===== src/rtl/paralelo_serial_pkg.sv =====
// -----------------------------------------------------------------------------
// paralelo_serial_pkg
// Definitions shared by the PHY transmit and receive paths:
//   K28_5            idle / synchronisation symbol (8'hBC)
//   N_COMMA_DEFAULT  number of consecutive commas the receiver needs to lock
//   link_state_e     transmitter link state (SYNC while sending the preamble,
//                    RUN once data may be sent)
//   is_comma()       symbol compare used wherever a word is tested for comma
// -----------------------------------------------------------------------------
package paralelo_serial_pkg;

  localparam logic [7:0] K28_5           = 8'hBC;
  localparam int         N_COMMA_DEFAULT = 4;

  typedef enum logic {
    SYNC = 1'b0,
    RUN  = 1'b1
  } link_state_e;

  function automatic logic is_comma(input logic [7:0] word,
                                    input logic [7:0] comma);
    return (word == comma);
  endfunction

endpackage : paralelo_serial_pkg


===== src/rtl/paralelo_serial_phy_fifo.sv =====
// -----------------------------------------------------------------------------
// phy_fifo
// Small synchronous FIFO used by the PHY buffers. Circular buffer whose read
// and write pointers wrap modulo DEPTH (DEPTH must be a power of 2, >= 2).
// The head word is presented combinationally on rd_data; a pop consumes it.
// A push while full and a pop while empty are ignored, so callers cannot
// corrupt the occupancy count. A simultaneous push and pop leaves fill as is.
//
// Ports:
//   clk      clock
//   rst      asynchronous active-high reset (flushes the FIFO)
//   push     write wr_data at the tail this cycle
//   wr_data  word to write
//   pop      consume the head word this cycle
//   rd_data  current head word (valid while !empty)
//   fill     current occupancy, 0..DEPTH
//   full     fill == DEPTH
//   empty    fill == 0
// -----------------------------------------------------------------------------
module phy_fifo #(
  parameter int DEPTH = 4,
  parameter int WIDTH = 8
) (
  input  logic                       clk,
  input  logic                       rst,
  input  logic                       push,
  input  logic [WIDTH-1:0]           wr_data,
  input  logic                       pop,
  output logic [WIDTH-1:0]           rd_data,
  output logic [$clog2(DEPTH):0]     fill,
  output logic                       full,
  output logic                       empty
);

  localparam int AW = $clog2(DEPTH);

  localparam logic [AW-1:0] PTR_ONE   = AW'(1);
  localparam logic [AW:0]   FILL_ONE  = (AW + 1)'(1);
  localparam logic [AW:0]   FILL_FULL = (AW + 1)'(DEPTH);

  logic [WIDTH-1:0] mem_q [DEPTH];

  logic [AW-1:0] wr_ptr_q, wr_ptr_d;
  logic [AW-1:0] rd_ptr_q, rd_ptr_d;
  logic [AW:0]   fill_q,   fill_d;

  logic do_push;
  logic do_pop;

  assign full    = (fill_q == FILL_FULL);
  assign empty   = (fill_q == '0);
  assign fill    = fill_q;
  assign rd_data = mem_q[rd_ptr_q];

  assign do_push = push & ~full;
  assign do_pop  = pop  & ~empty;

  always_comb begin
    // NOTE: every signal assigned here gets a default first, so no path
    // leaves it unassigned and no latch is inferred.
    wr_ptr_d = wr_ptr_q;
    rd_ptr_d = rd_ptr_q;
    fill_d   = fill_q;

    // Power-of-2 depth: pointer overflow is the modulo-DEPTH wrap.
    if (do_push) wr_ptr_d = wr_ptr_q + PTR_ONE;
    if (do_pop)  rd_ptr_d = rd_ptr_q + PTR_ONE;

    unique case ({do_push, do_pop})
      2'b10:   fill_d = fill_q + FILL_ONE;
      2'b01:   fill_d = fill_q - FILL_ONE;
      default: fill_d = fill_q;
    endcase
  end

  always_ff @(posedge clk or posedge rst) begin
    // NOTE: sequential state is updated with non-blocking assignments so all
    // flops sample their inputs from the same pre-edge values.
    if (rst) begin
      wr_ptr_q <= '0;
      rd_ptr_q <= '0;
      fill_q   <= '0;
    end else begin
      wr_ptr_q <= wr_ptr_d;
      rd_ptr_q <= rd_ptr_d;
      fill_q   <= fill_d;
    end
  end

  // NOTE: the storage array is deliberately not reset; a flush only clears the
  // pointers and count, and no entry is ever read before it has been written.
  always_ff @(posedge clk) begin
    if (do_push) mem_q[wr_ptr_q] <= wr_data;
  end

endmodule : phy_fifo


===== src/rtl/paralelo_serial.sv =====
// -----------------------------------------------------------------------------
// paralelo_serial
// PHY transmit serializer. Accepts 8-bit words over a valid/ready handshake,
// buffers them in a phy_fifo and shifts each word out MSB-first, two bits per
// clk16 cycle, four cycles per word. After reset or a resync request it first
// sends N_COMMA comma symbols so the receiver can lock; whenever no data is
// queued the line is filled with commas.
//
// Ports:
//   clk16      serial-rate clock, the only clock
//   reset16    asynchronous active-high reset
//   in_data    data word from the upstream stage
//   in_valid   in_data is valid this cycle
//   in_ready   FIFO can accept a word (push = in_valid && in_ready)
//   resync     one-cycle request to resend the comma preamble
//   serial     serial bit pair, most significant pair first (register output)
//   sync_done  high while the link is in RUN
//   err_comma  one-cycle pulse after a pushed word equal to COMMA
//   fill       current FIFO occupancy
//
// Timing: a word loaded at the load edge (phase == 3) appears on serial as
// [7:6],[5:4],[3:2],[1:0] in the four cycles that follow that edge. The word
// held in the shift register at reset counts as the first preamble comma.
// -----------------------------------------------------------------------------
module paralelo_serial
  import paralelo_serial_pkg::*;
#(
  parameter int         DEPTH   = 4,
  parameter int         N_COMMA = N_COMMA_DEFAULT,
  parameter logic [7:0] COMMA   = K28_5
) (
  input  logic                       clk16,
  input  logic                       reset16,
  input  logic [7:0]                 in_data,
  input  logic                       in_valid,
  output logic                       in_ready,
  input  logic                       resync,
  output logic [1:0]                 serial,
  output logic                       sync_done,
  output logic                       err_comma,
  output logic [$clog2(DEPTH):0]     fill
);

  localparam int CW = $clog2(N_COMMA + 1);

  localparam logic [CW-1:0] CNT_ONE = CW'(1);
  localparam logic [CW-1:0] CNT_MAX = CW'(N_COMMA);

  // ---------------------------------------------------------------------------
  // State
  // ---------------------------------------------------------------------------
  logic [1:0]    phase_q,       phase_d;
  logic [7:0]    shreg_q,       shreg_d;
  logic [CW-1:0] comma_cnt_q,   comma_cnt_d;
  link_state_e   state_q,       state_d;
  logic          resync_pend_q, resync_pend_d;
  logic          err_comma_q,   err_comma_d;

  // ---------------------------------------------------------------------------
  // FIFO
  // ---------------------------------------------------------------------------
  logic       push;
  logic       pop;
  logic [7:0] head;
  logic       fifo_full;
  logic       fifo_empty;

  // in_ready comes only from the registered occupancy, never from in_valid.
  assign in_ready = ~fifo_full;
  assign push     = in_valid & in_ready;

  phy_fifo #(
    .DEPTH (DEPTH),
    .WIDTH (8)
  ) u_fifo (
    .clk     (clk16),
    .rst     (reset16),
    .push    (push),
    .wr_data (in_data),
    .pop     (pop),
    .rd_data (head),
    .fill    (fill),
    .full    (fifo_full),
    .empty   (fifo_empty)
  );

  // ---------------------------------------------------------------------------
  // Next-state logic
  // ---------------------------------------------------------------------------
  logic load_edge;
  logic resync_now;

  assign load_edge  = (phase_q == 2'd3);
  // A request arriving on the load edge itself is honoured at that edge.
  assign resync_now = resync | resync_pend_q;

  always_comb begin
    phase_d       = phase_q + 2'd1;
    shreg_d       = {shreg_q[5:0], 2'b00};
    comma_cnt_d   = comma_cnt_q;
    state_d       = state_q;
    resync_pend_d = resync_pend_q | resync;
    pop           = 1'b0;
    err_comma_d   = push & is_comma(in_data, COMMA);

    if (load_edge) begin
      resync_pend_d = 1'b0;
      if (resync_now) begin
        // Restart the preamble; the comma loaded here is comma number one.
        state_d     = SYNC;
        comma_cnt_d = CNT_ONE;
        shreg_d     = COMMA;
      end else if ((state_q == SYNC) && (comma_cnt_q < CNT_MAX)) begin
        shreg_d     = COMMA;
        comma_cnt_d = comma_cnt_q + CNT_ONE;
      end else begin
        // RUN, or SYNC with the preamble complete: enter RUN and serve the
        // FIFO at this same edge. fifo_empty reflects the pre-edge count, so
        // a word pushed on this edge waits for the next load edge.
        state_d = RUN;
        if (!fifo_empty) begin
          pop     = 1'b1;
          shreg_d = head;
        end else begin
          shreg_d = COMMA;
        end
      end
    end
  end

  // ---------------------------------------------------------------------------
  // Registers
  // ---------------------------------------------------------------------------
  always_ff @(posedge clk16 or posedge reset16) begin
    if (reset16) begin
      phase_q       <= 2'd0;
      shreg_q       <= COMMA;
      comma_cnt_q   <= CNT_ONE;
      state_q       <= SYNC;
      resync_pend_q <= 1'b0;
      err_comma_q   <= 1'b0;
    end else begin
      phase_q       <= phase_d;
      shreg_q       <= shreg_d;
      comma_cnt_q   <= comma_cnt_d;
      state_q       <= state_d;
      resync_pend_q <= resync_pend_d;
      err_comma_q   <= err_comma_d;
    end
  end

  // ---------------------------------------------------------------------------
  // Outputs, all taken directly from registers
  // ---------------------------------------------------------------------------
  assign serial    = shreg_q[7:6];
  assign sync_done = (state_q == RUN);
  assign err_comma = err_comma_q;

endmodule : paralelo_serial


===== config.mk =====
export PLATFORM = sky130hd
export DESIGN_NAME = paralelo_serial
export DESIGN_NICKNAME = d
export VERILOG_FILES = /design/src/rtl/paralelo_serial_pkg.sv /design/src/rtl/paralelo_serial_phy_fifo.sv /design/src/rtl/paralelo_serial.sv
export SDC_FILE = /design/constraint.sdc
export NUM_CORES = 1
export LEC_CHECK = 0
export CORE_MARGIN = 5
export CORE_UTILIZATION = 33
export DETAILED_ROUTE_END_ITERATION = 8
export GPL_TIMING_DRIVEN = 0
export PLACE_DENSITY = 0.49
export SLEW_MARGIN = 5
export SYNTH_ARGS = -nofsm -noshare
export SYNTH_HDL_FRONTEND = slang
export SYNTH_HIERARCHICAL = 1
export SYNTH_SLANG_ARGS = --single-unit

===== constraint.sdc =====
create_clock -name clk16 -period 2.8 [get_ports clk16]
set_input_delay 0.28 -clock clk16 [delete_from_list [all_inputs] [get_ports clk16]]
set_output_delay 0.28 -clock clk16 [all_outputs]
set_load 0.02 [all_outputs]

==> run metrics, run 1 <==
outcome finished, final reports clean; Syn Inst Count about 140; leakage 1.01 nW; total grt overflow 0; antenna diode count 0; vias per inst around 4.8; period utilization between 90% and 100%; Synth area leader edfxtp_1; final RePlAce weighted congestion ~0.76; element type at the critical path start register; drc violations 0; die width 92.9 um; H-tree Lvls 2; Final Max Tran Viols 0; DRT Wirelength 3930 um; Tmin final 2610 ps; synth unique cells 35; crit-path most repeated cell xor2_1; Syn Nets 157; Initial Util between 30 and 40%; CP peak stage delay 500 ps; fraction of layout cells with a size suffix above 1 24.7%; Area Overhead vs Synth 18.5%; worst slew pin tran 611 ps; final setup fails 0; vias between 1k and 1.5k; Final Skew around 4.3 ps; Final ANT Viol Nets 0; Setup WS post-layout 186 ps; first drt pass iteration count 4; RSZ-0062 raised after global routing no; synthesized area per cell 16.5 um2; Critical Path Sink Type register; Max-Slew Margin vs Limit 59.3%; largest cells by area after synthesis edfxtp_1 (42%), dfrtp_1 (19%), mux4_2 (8.0%); core area 0.00676 mm2; DP Wirelength between 2000 and 3000 um; drt wl/cell 16.0 um; first-pass GRT wire length around 6700 um; initial antenna violation count 0; Clk Latency, worst-skew pair 300 ps; Final Hold Vio Count 0; worst path cell trace ha_4, inv_2, or4_1, buf_4, clkinv_2, o31a_4, ha_2, inv_1, fa_1, xor2_1, nor2_1, xor2_1; f_max about 380 MHz; Ports 20; crit-path max FO 6; Die Y slightly above 90 um; CTS Buf Count 5; drt initial violations 33; synthesized area 0.00227 mm2; Setup CP Type register to register; Synth top area share a little over two fifths; Peak VDD IR 327 uV; clk slew on worst S/H paths 90 ps; Longest Clk Path Bufs 2; Tot GR Track Use approximately a tenth; largest net degree at the start of global routing 18; clock root buffer clkbuf_8; NumNets Final 185; worst slack, placed -125 ps; # port buffers 19; crit path DAT 2840 ps; power per cell area a little over 700 mW/mm2; Ys Warns 6; CTS Sinks 55; site row count 30; max cap viols 0; CTS tree yes; post-synthesis sequential area ratio 68.1%; Critical-path top delay cell or4_1; Critical Path RT 3030 ps; vias in the first global route 1302; Hold Path Class input port to async pin; FF+latch count, synth 55; DIE AREA around 0.0086 mm2; Hold Slack 229 ps
path summary, 6_finish.rpt:
path                       startpoint            endpoint  slack, ps  cells after the start
min in group clk16         shreg_q[1]          shreg_q[3]        480                      1
max reg2reg                phase_q[0]      u_fifo/fill[2]        190                     12
max                        phase_q[0]      u_fifo/fill[2]        190                     12
min                           reset16  u_fifo/rd_ptr_q[0]        230                      2
max in group asynchronous     reset16          shreg_q[0]       2050                      2
min reg2reg                shreg_q[1]          shreg_q[3]        480                      1
layout by cell type (no fill, tap or decap), types with 2 or more instances in the layout:
cell	n
nor2_1	6
dfrtp_2	2
clkdlybuf4s50_1	19
mux4_2	8
inv_1	11
a31oi_1	2
edfxtp_1	32
xor2_1	3
nand2_1	3
and2_1	2
and2_2	4
ha_1	5
dfrtp_1	15
xnor2_1	3
clkinv_2	2
dfstp_2	6
clkbuf_8	5
o22a_1	5
a21oi_1	4
clkbuf_1	3
mux2i_1	2
buf_4	5
sequential cells by signal, indices dropped and copies added, names as in the netlist, 2 cells and up:
| signal | flops |
|---|---|
| u_fifo/fill | 3 |
| phase_q | 2 |
| u_fifo/wr_ptr_q | 2 |
| comma_cnt_q | 3 |
| u_fifo/mem_q | 32 |
| shreg_q | 8 |
| u_fifo/rd_ptr_q | 2 |
where the power goes:
| part | total [mW] | leakage, nW | internal (mW) | switching [mW] |
|---|---|---|---|---|
| combinational | 0.424 | 0.396 | 0.202 | 0.222 |
| clock | 0.420 | 0.0452 | 0.177 | 0.243 |
| sequential | 1.09 | 0.566 | 1.01 | 0.0799 |
| total | 1.93 | 1.01 | 1.39 | 0.546 |
stage by stage:
stage / util, % / instance area [um2] / power (mW) / setup TNS (ps) / cells
after floorplan: - / 2270 / 1.37 / 0 / 137
after global placement: 37.8 / 2560 / 1.52 / -132 / 236
after detailed placement: 37.8 / 2560 / 1.53 / -125 / 236
after CTS: 39.1 / 2640 / 1.96 / 0 / 244
after global routing: 39.7 / 2690 / 2.06 / 0 / 246
final: 39.7 / 2690 / 1.93 / 0 / 246
per-layer routing:
metal / wire length, um / up-vias / share of wire, % / GRT usage (%)
met3: 180 / 7 / 4.6 / 3.01
met2: 2080 / 20 / 53 / 17.8
li1: - / 551 / - / -
met4: 68 / 0 / 1.7 / 3.79
met1: 1600 / 594 / 41 / 11.9
met5: 0 / - / 0 / 0
cells in the mapped netlist:
library cell and instances:
nor2b_1 1, nand4b_1 1, xnor2_1 3, nor3b_4 1, o21a_1 1, mux2i_1 2, nor4bb_1 1, mux2_4 1
or2_1 1, a21oi_1 4, ha_1 7, fa_1 1, dfstp_2 6, nand2_1 3, a22o_1 1, inv_1 11
clkbuf_1 2, clkinv_2 1, a31oi_1 2, edfxtp_1 32, o2bb2ai_1 1, nor2_1 6, and2_1 2, and2_2 4
nor2b_4 1, or4_1 1, o22a_1 5, xor2_1 3, buf_4 2, inv_2 1, nor3_1 1, buf_2 2
dfrtp_1 17, o31a_2 1, mux4_2 8
kinds of logic (layout without fill, tap and decap cells):
family                   count (synthesis)  count (layout)  share of synthesized area, %
flip-flops                              55              55                          68.1
AND/OR/NAND/NOR                         23              23                          6.74
buffers and inverters                   19              48                          3.64
AO/OA/AOI/OAI                           15              15                          4.91
multiplexers                            11              11                          9.50
adder cells (fa/ha/maj)                  8               8                          4.75
XOR/XNOR                                 6               6                          2.32
final cells by class:
type,instances,area [um2]
multi-input cells,63,662
clock buffers,6,72.6
repair buffers,21,205
flip-flops and latches,55,1550
inverters,13,50.0
plain buffers,6,35.0
clock inverters,2,13.8
well taps,80,100
fillers,645,4070
what timing repair did:
item,in CTS,in global routing
resized for setup,0,7
setup buffers,0,2
endpoints found under the setup margin,0,1
hold buffers,0,0
worst max-delay path: cells and delay by family, from the launching register on:
family / cells / cell delay [ps]
compound gates: 1 / 160
xor+xnor: 2 / 300
fa+ha+maj: 3 / 720
buf+inv: 4 / 340
flops: 1 / 390
simple gates: 2 / 630
Note: power is estimated with default switching activity, not from simulation.
==> inputs of run 2 (changes only) <==
Settings changed: ABC_AREA set to 0.
==> results of run 2 <==
No change in the layout: final DEF, timing and power equal those of run 1.
